**config.mk**
```make
export PLATFORM = sky130hd
export DESIGN_NAME = rr_burst_router
export DESIGN_NICKNAME = d
export VERILOG_FILES = /design/src/rtl/rr_burst_router.sv
export SDC_FILE = /design/constraint.sdc
export NUM_CORES = 1
export LEC_CHECK = 0
export CAP_MARGIN = 20
export CORE_UTILIZATION = 31
export CTS_BUF_LIST = sky130_fd_sc_hd__clkbuf_4
export DETAILED_ROUTE_END_ITERATION = 7
export GPL_ROUTABILITY_DRIVEN = 0
export MAX_ROUTING_LAYER = met4
export PLACE_DENSITY = 0.78
export SYNTH_ARGS = -nofsm -noshare
export SYNTH_HDL_FRONTEND = slang
export SYNTH_SLANG_ARGS = --single-unit
```
**constraint.sdc**
```tcl
create_clock -name clk -period 1.9 [get_ports clk]
set_clock_uncertainty 0.2 [all_clocks]
set_input_delay 0.38 -clock clk [delete_from_list [all_inputs] [get_ports clk]]
set_output_delay 0.38 -clock clk [all_outputs]
set_load 0.02 [all_outputs]
```
**src/rtl/rr_burst_router.sv**
```systemverilog
// rr_burst_router: routes the granted master's burst onto the shared slave
// channel and holds the route until m_last or the MAX_BURST cap. Request
// vector to the arbiter is masked while a burst is in flight.
module rr_burst_router #(
  parameter int DW        = 8,
  parameter int MAX_BURST = 16
) (
  input  logic          clk,
  input  logic          reset,
  output logic [3:0]    REQ,
  input  logic [3:0]    GNT,
  input  logic [3:0]    m_valid,
  input  logic [4*DW-1:0] m_data,
  input  logic [3:0]    m_last,
  output logic [3:0]    m_ready,
  output logic          s_valid,
  output logic [DW-1:0] s_data,
  output logic          s_last,
  output logic [1:0]    s_src,
  input  logic          s_ready,
  output logic          err_grant,
  output logic          err_cap
);

  localparam int CW = $clog2(MAX_BURST + 1);
  localparam logic [CW-1:0] CAP_CNT = CW'(MAX_BURST - 1);

  typedef enum logic {IDLE, XFER} state_t;

  state_t              state, state_nxt;
  logic [1:0]          sel, sel_nxt;
  logic [CW-1:0]       cnt, cnt_nxt;
  logic                err_grant_nxt, err_cap_nxt;
  logic [3:0][DW-1:0]  md;
  logic                gnt_onehot, gnt_multi;
  logic [1:0]          gidx;
  logic                at_cap, burst_end, beat;

  for (genvar i = 0; i < 4; i++) begin : g_unpack
    assign md[i] = m_data[DW*i +: DW];
  end

  // grant decode: zero, one-hot or multi-hot, plus index of the set bit
  assign gnt_multi  = (GNT & (GNT - 4'd1)) != 4'd0;
  assign gnt_onehot = (GNT != 4'd0) && !gnt_multi;
  assign gidx       = GNT[3] ? 2'd3 : GNT[2] ? 2'd2 : GNT[1] ? 2'd1 : 2'd0;

  assign at_cap    = (cnt == CAP_CNT);
  assign burst_end = m_last[sel] | at_cap;
  assign beat      = (state == XFER) && m_valid[sel] && s_ready;

  // state, route select, beat counter and registered error pulses
  always_ff @(posedge clk) begin
    if (!reset) begin
      state     <= IDLE;
      sel       <= 2'd0;
      cnt       <= '0;
      err_grant <= 1'b0;
      err_cap   <= 1'b0;
    end else begin
      state     <= state_nxt;
      sel       <= sel_nxt;
      cnt       <= cnt_nxt;
      err_grant <= err_grant_nxt;
      err_cap   <= err_cap_nxt;
    end
  end

  // next state: latch route on a valid one-hot grant, release on last/cap beat
  always_comb begin
    state_nxt     = state;
    sel_nxt       = sel;
    cnt_nxt       = cnt;
    err_grant_nxt = 1'b0;
    err_cap_nxt   = 1'b0;
    case (state)
      IDLE: begin
        err_grant_nxt = gnt_multi;
        if (gnt_onehot && m_valid[gidx]) begin
          state_nxt = XFER;
          sel_nxt   = gidx;
          cnt_nxt   = '0;
        end
      end
      XFER: begin
        if (beat) begin
          if (burst_end) begin
            state_nxt   = IDLE;
            cnt_nxt     = '0;
            err_cap_nxt = !m_last[sel];
          end else begin
            cnt_nxt = cnt + 1'b1;
          end
        end
      end
      default: state_nxt = IDLE;
    endcase
  end

  // outputs: combinational path master->slave; everything forced low in reset
  always_comb begin
    REQ     = 4'b0000;
    m_ready = 4'b0000;
    s_valid = 1'b0;
    s_data  = '0;
    s_last  = 1'b0;
    s_src   = 2'd0;
    if (reset) begin
      s_src = sel;
      if (state == IDLE) begin
        REQ = m_valid;
      end else begin
        s_valid      = m_valid[sel];
        s_data       = md[sel];
        s_last       = burst_end;
        m_ready[sel] = s_ready;
      end
    end
  end

endmodule

```
# == After elaboration in Yosys (flattened, before gate mapping) ==
# Cells that the tools add are included.
# word_totals
register_bits,10
in_bits,47
word_cells,63
# classes
addsub,2
magnitude_cmp,3
n_eq_ne,3
mux,32
bitwise,5
n_reduce_logical,13
# ops
cell,count
8-bit 2-to-1 mux,3
8-bit binary-select mux with 2-bit select,1
4-bit 2-to-1 mux,4
5-bit 2-to-1 mux,3
1-bit 2-to-1 mux,12
5-bit case mux with 2 select lines,1
4-bit bitwise AND,2
4-bit nonzero test,2
1-bit binary-select mux with 2-bit select,3
"2-bit by 3-bit < comparator with 1-bit output, second input constant",2
2-bit 2-to-1 mux,3
"5-bit by 1-bit adder with 5-bit output, second input constant",1
"5-bit by 4-bit equality test with 1-bit output, second input constant",1
1-bit logical AND,5
2-bit AND reduction,2
4-bit AND reduction,1
"4-bit by 1-bit subtractor with 4-bit output, second input constant",1
1-bit demux with 2-bit select,1
"2-bit by 1-bit greater-or-equal comparator with 1-bit output, second input constant",1
1-bit logical NOT,2
"2-bit by 1-bit inequality test with 1-bit output, second input constant",1
"2-bit inequality test, second input constant",1
1-bit inverter,2
1-bit case mux with 2 select lines,1
other kinds (2),2

# == Longest topological paths before layout ==
# depth
ltp_word,8
ltp_mapped,7
depth_no_buf,7

# == Least setup slack after synthesis ==
# Ideal clock, no wire load.
# synth_timing
kind,register to output
start,reg sel[0]
end,out s_data[0]
arrival_ns,1.381
slack_ns,-0.061
stages_incl_launch_ff,5
n_path_buf,2
cell_sequence,dfxtp_1 > buf_6 > buf_2 > mux4_2 > and2_1
# synth_via
elab_chain_cells,4
# synth_lines
element,line,rtl
start: declaration,31,"logic [1:0] sel, sel_nxt;"
start signal: assignment,62,sel <= sel_nxt;
8-bit binary-select mux with 2-bit select,114,s_data = md[sel];
8-bit 2-to-1 mux (implied by the code),114,
8-bit 2-to-1 mux,110,if (state == IDLE) begin
8-bit 2-to-1 mux,108,if (reset) begin
end: declaration,17,"output logic [DW-1:0] s_data,"
# Every way passes these cells. The select of a mux whose other input is x is not followed.

# == Worst setup path in the final report ==
# layout_timing
start,reg sel[0]
end,out s_data[4]
# Same word-level chain as after synthesis.

==> results.yml <==
die:
  core-area_sq_um: 2780
  die_h_microns: 56.3
  initial_core_util_pct: 32.9
  num_rows: 19
  dieArea_sq_um: 3170
  die_x_microns: 56.3
  boundaryPins: 69
global_routing:
  grt_max_degree: 15
  first_global_vias: 1219
  grt_usage_pct: 23.4
  grt_pass1_wl_mm: 5.57
  antenna_found_initial: 0
  overflow: 0
power_and_ir_drop:
  p_seq_share_pct: 28.3
  leakage_uw: 0.000881
  ir_drop_mv: 0.389
  p_sw_uw: 244
  power_density_nw_per_um2: 393
  swShare_pct: 30.4
  clockPowerShare_pct: 19.4
  pwr-share-comb_pct: 52.3
  intPower_uw: 559
sta:
  timing.final.crit_share_pct: 116
  tightest_slew_ns: 0.287
  rsz0062_at_grt: "true"
  fin_tns_setup_ns: -3.45
  hold_viol: 0
  setup_ws_ns: -0.301
  finalSetupViolCount: 15
  period_needed_ns: 2.20
  slew_headroom_pct: 80.8
  finalMaxSlewViolations: 0
  max_freq_mhz: 454
placed_design:
  io_buffers: 68
  hpwl_mm: 2.62
cells_and_area:
  layout.area.seq_sq_um: 209
  fin_nets: 259
  multi_input_area_sq_um: 748
  area_delta_synth_final_pct: 123
  utilization_pct: 73.5
  mostFrequentLayoutCells: "clkdlybuf4s50_1 (41), buf_4 (39), buf_6 (14)"
  n_antenna_cell: 0
  mostFrequentLayoutCell: "clkdlybuf4s50_1"
  drive_above_1_share_pct: 45.5
  fillCellCount: 193
clocking:
  path_clk_slew_ns: 0.07
  cts_buffer_depth: 2
  cts_hold_buf: 0
  clock_sinks: 10
  worstSkewPairLatency_ns: 0.27
  cts_max_level: 1
  cts_root_buf: "clkbuf_4"
  numCtsBuffers: 3
  tritoncts: "yes"
synth:
  synth.distinct_cells: 32
  synth.ff_latch_count: 10
  synth.avg_cell_area_sq_um: 9.06
  ys_seq_area_share_pct: 21.9
  synth_area_sq_um: 915
  synthCells: 101
  yosys_warnings: 0
  syn_nets: 150
setup_path:
  cpLargestDelayFamily: "multiplexers"
  cp-end-kind: "output port"
  cpMaxStageDelayCell: "mux4_2"
  cp_max_fo: 7
  path_buf_inv: 3
  crit_chain: "buf_12 > buf_4 > mux4_2 > and2_4 > buf_6"
  arrival_ns: 1.62
  worst_setup_path_start_kind: "flop"
  timing.rr.start: "sel[0]$_SDFFE_PN0P_"
  path_class: "reg -> out"
  cpPeakStageDelay_ns: 0.49
  crit_start: "sel[0]$_SDFFE_PN0P_"
  required_ns: 1.32
routing:
  via_per_inst: 5.07
  ant_nets: 0
  drc: 0
  wire_per_inst_microns: 15.0
  wl_mm: 3.61
  firstDrtPassIters: 6
  drt-initial-drc-count: 32
  vias: 1217
run_status:
  status: "complete, but fails checks"
  violations: "negative setup slack"
min_path:
  hp-class: "reg -> reg"
  hold_start: "cnt[4]$_SDFFE_PN0P_"
job:
  drv_cap: 0
==> routing by layer <==
| metal | vias to the layer above | GRT usage (%) | share of wire, % |
|---|---|---|---|
| met5 | - | - | 0 |
| met4 | 0 | 6.27 | 3.0 |
| met3 | 10 | 3.46 | 6.1 |
| met2 | 56 | 46.4 | 57 |
| met1 | 565 | 23.3 | 34 |
| li1 | 586 | - | - |
==> cell families (layout without fill, tap and decap cells) <==
| logic type | count (synthesis) | in the layout | synth area share (%) |
|---|---|---|---|
| compound gates | 12 | 12 | 9.17 |
| mux | 11 | 11 | 25.7 |
| simple gates | 55 | 55 | 33.9 |
| flops | 10 | 10 | 21.9 |
| buf+inv | 10 | 118 | 5.47 |
| fa+ha+maj | 3 | 3 | 3.83 |
==> synthesized netlist by cell type, drive strengths merged <==
cell type   n  share of area (%)
mux4       10                 25
a31oi       1               0.68
o211ai      1               0.82
mux2i       1                1.1
nor2        8                3.3
nand3       6                3.3
clkbuf      3                1.2
ha          2                2.7
and2       17                 12
and3        1               0.68
buf         3                2.6
o22ai       2                1.4
inv         4                1.6
o311a       1                1.1
o31ai       1               0.82
nor2b       2                1.4
dfxtp      10                 22
nand4       1               0.68
maj3        1                1.1
or3         1               0.68
nand2       7                2.9
nand3b      3                2.5
o21ai       2                1.1
nand2b      4                3.0
nor3        5                4.0
a211oi      2                1.6
o21a        1               0.82
a21boi      1               0.82
==> stage by stage <==
step | power, uW | instance area (sq um) | cells | hold WS (ns) | setup slack, ns
3_3_place_gp | 585 | 1860 | 227 | 0.247 | -0.699
3_5_place_dp | 594 | 1860 | 227 | 0.263 | -0.724
2_1_floorplan | 382 | 917 | 101 | 0.235 | 0.00354
4_1_cts | 787 | 1980 | 237 | 0.273 | -0.304
5_1_grt | 839 | 2040 | 240 | 0.298 | -0.361
6_report | 802 | 2040 | 240 | 0.268 | -0.301
==> layout make-up <==
cell class                 instances  share of cell area, %
timing repair buffer             110                   49.2
multi-input combinational         81                   36.6
sequential                        10                   10.2
tap                               31                   1.90
clock buffer                       3                   1.10
inverter                           4                  0.735
clock inverter                     1                  0.184
==> state kept, by name, indices dropped and copies added (netlist names) <==
signal     cells
state          1
cnt            5
sel            2
err_cap        1
err_grant      1
==> worst paths after layout <==
check             cells after the start                   to  slack [ns]
hold / removal                        2  cnt[4]$_SDFFE_PN0P_        0.27
setup reg to reg                      9  cnt[2]$_SDFFE_PN0P_       -0.28
hold reg to reg                       2  cnt[4]$_SDFFE_PN0P_        0.27
setup / recovery                      5            s_data[4]       -0.30
==> what timing repair did <==
| item | CTS | global route |
|---|---|---|
| pin swaps | 13 | 5 |
| gates resized for setup | 118 | 16 |
| hold endpoints to repair | 0 | 0 |
| setup buffers | 6 | 5 |
| setup endpoints to repair | 26 | 28 |
==> tightest hold or removal path, stage by stage (launching register included) <==
cell and delay (ns):
dfxtp_1 0.31, nand2_1 0.06, o22ai_1 0.06
==> power by group through the flow <==
stage,sequential [uW],clock [uW],combinational (uW)
3_5_place_dp,229,0,366
6_report,227,156,420
5_1_grt,228,166,446
2_1_floorplan,229,0,153
3_3_place_gp,228,0,356
4_1_cts,227,160,401
Power figures use the tool's default switching activity.
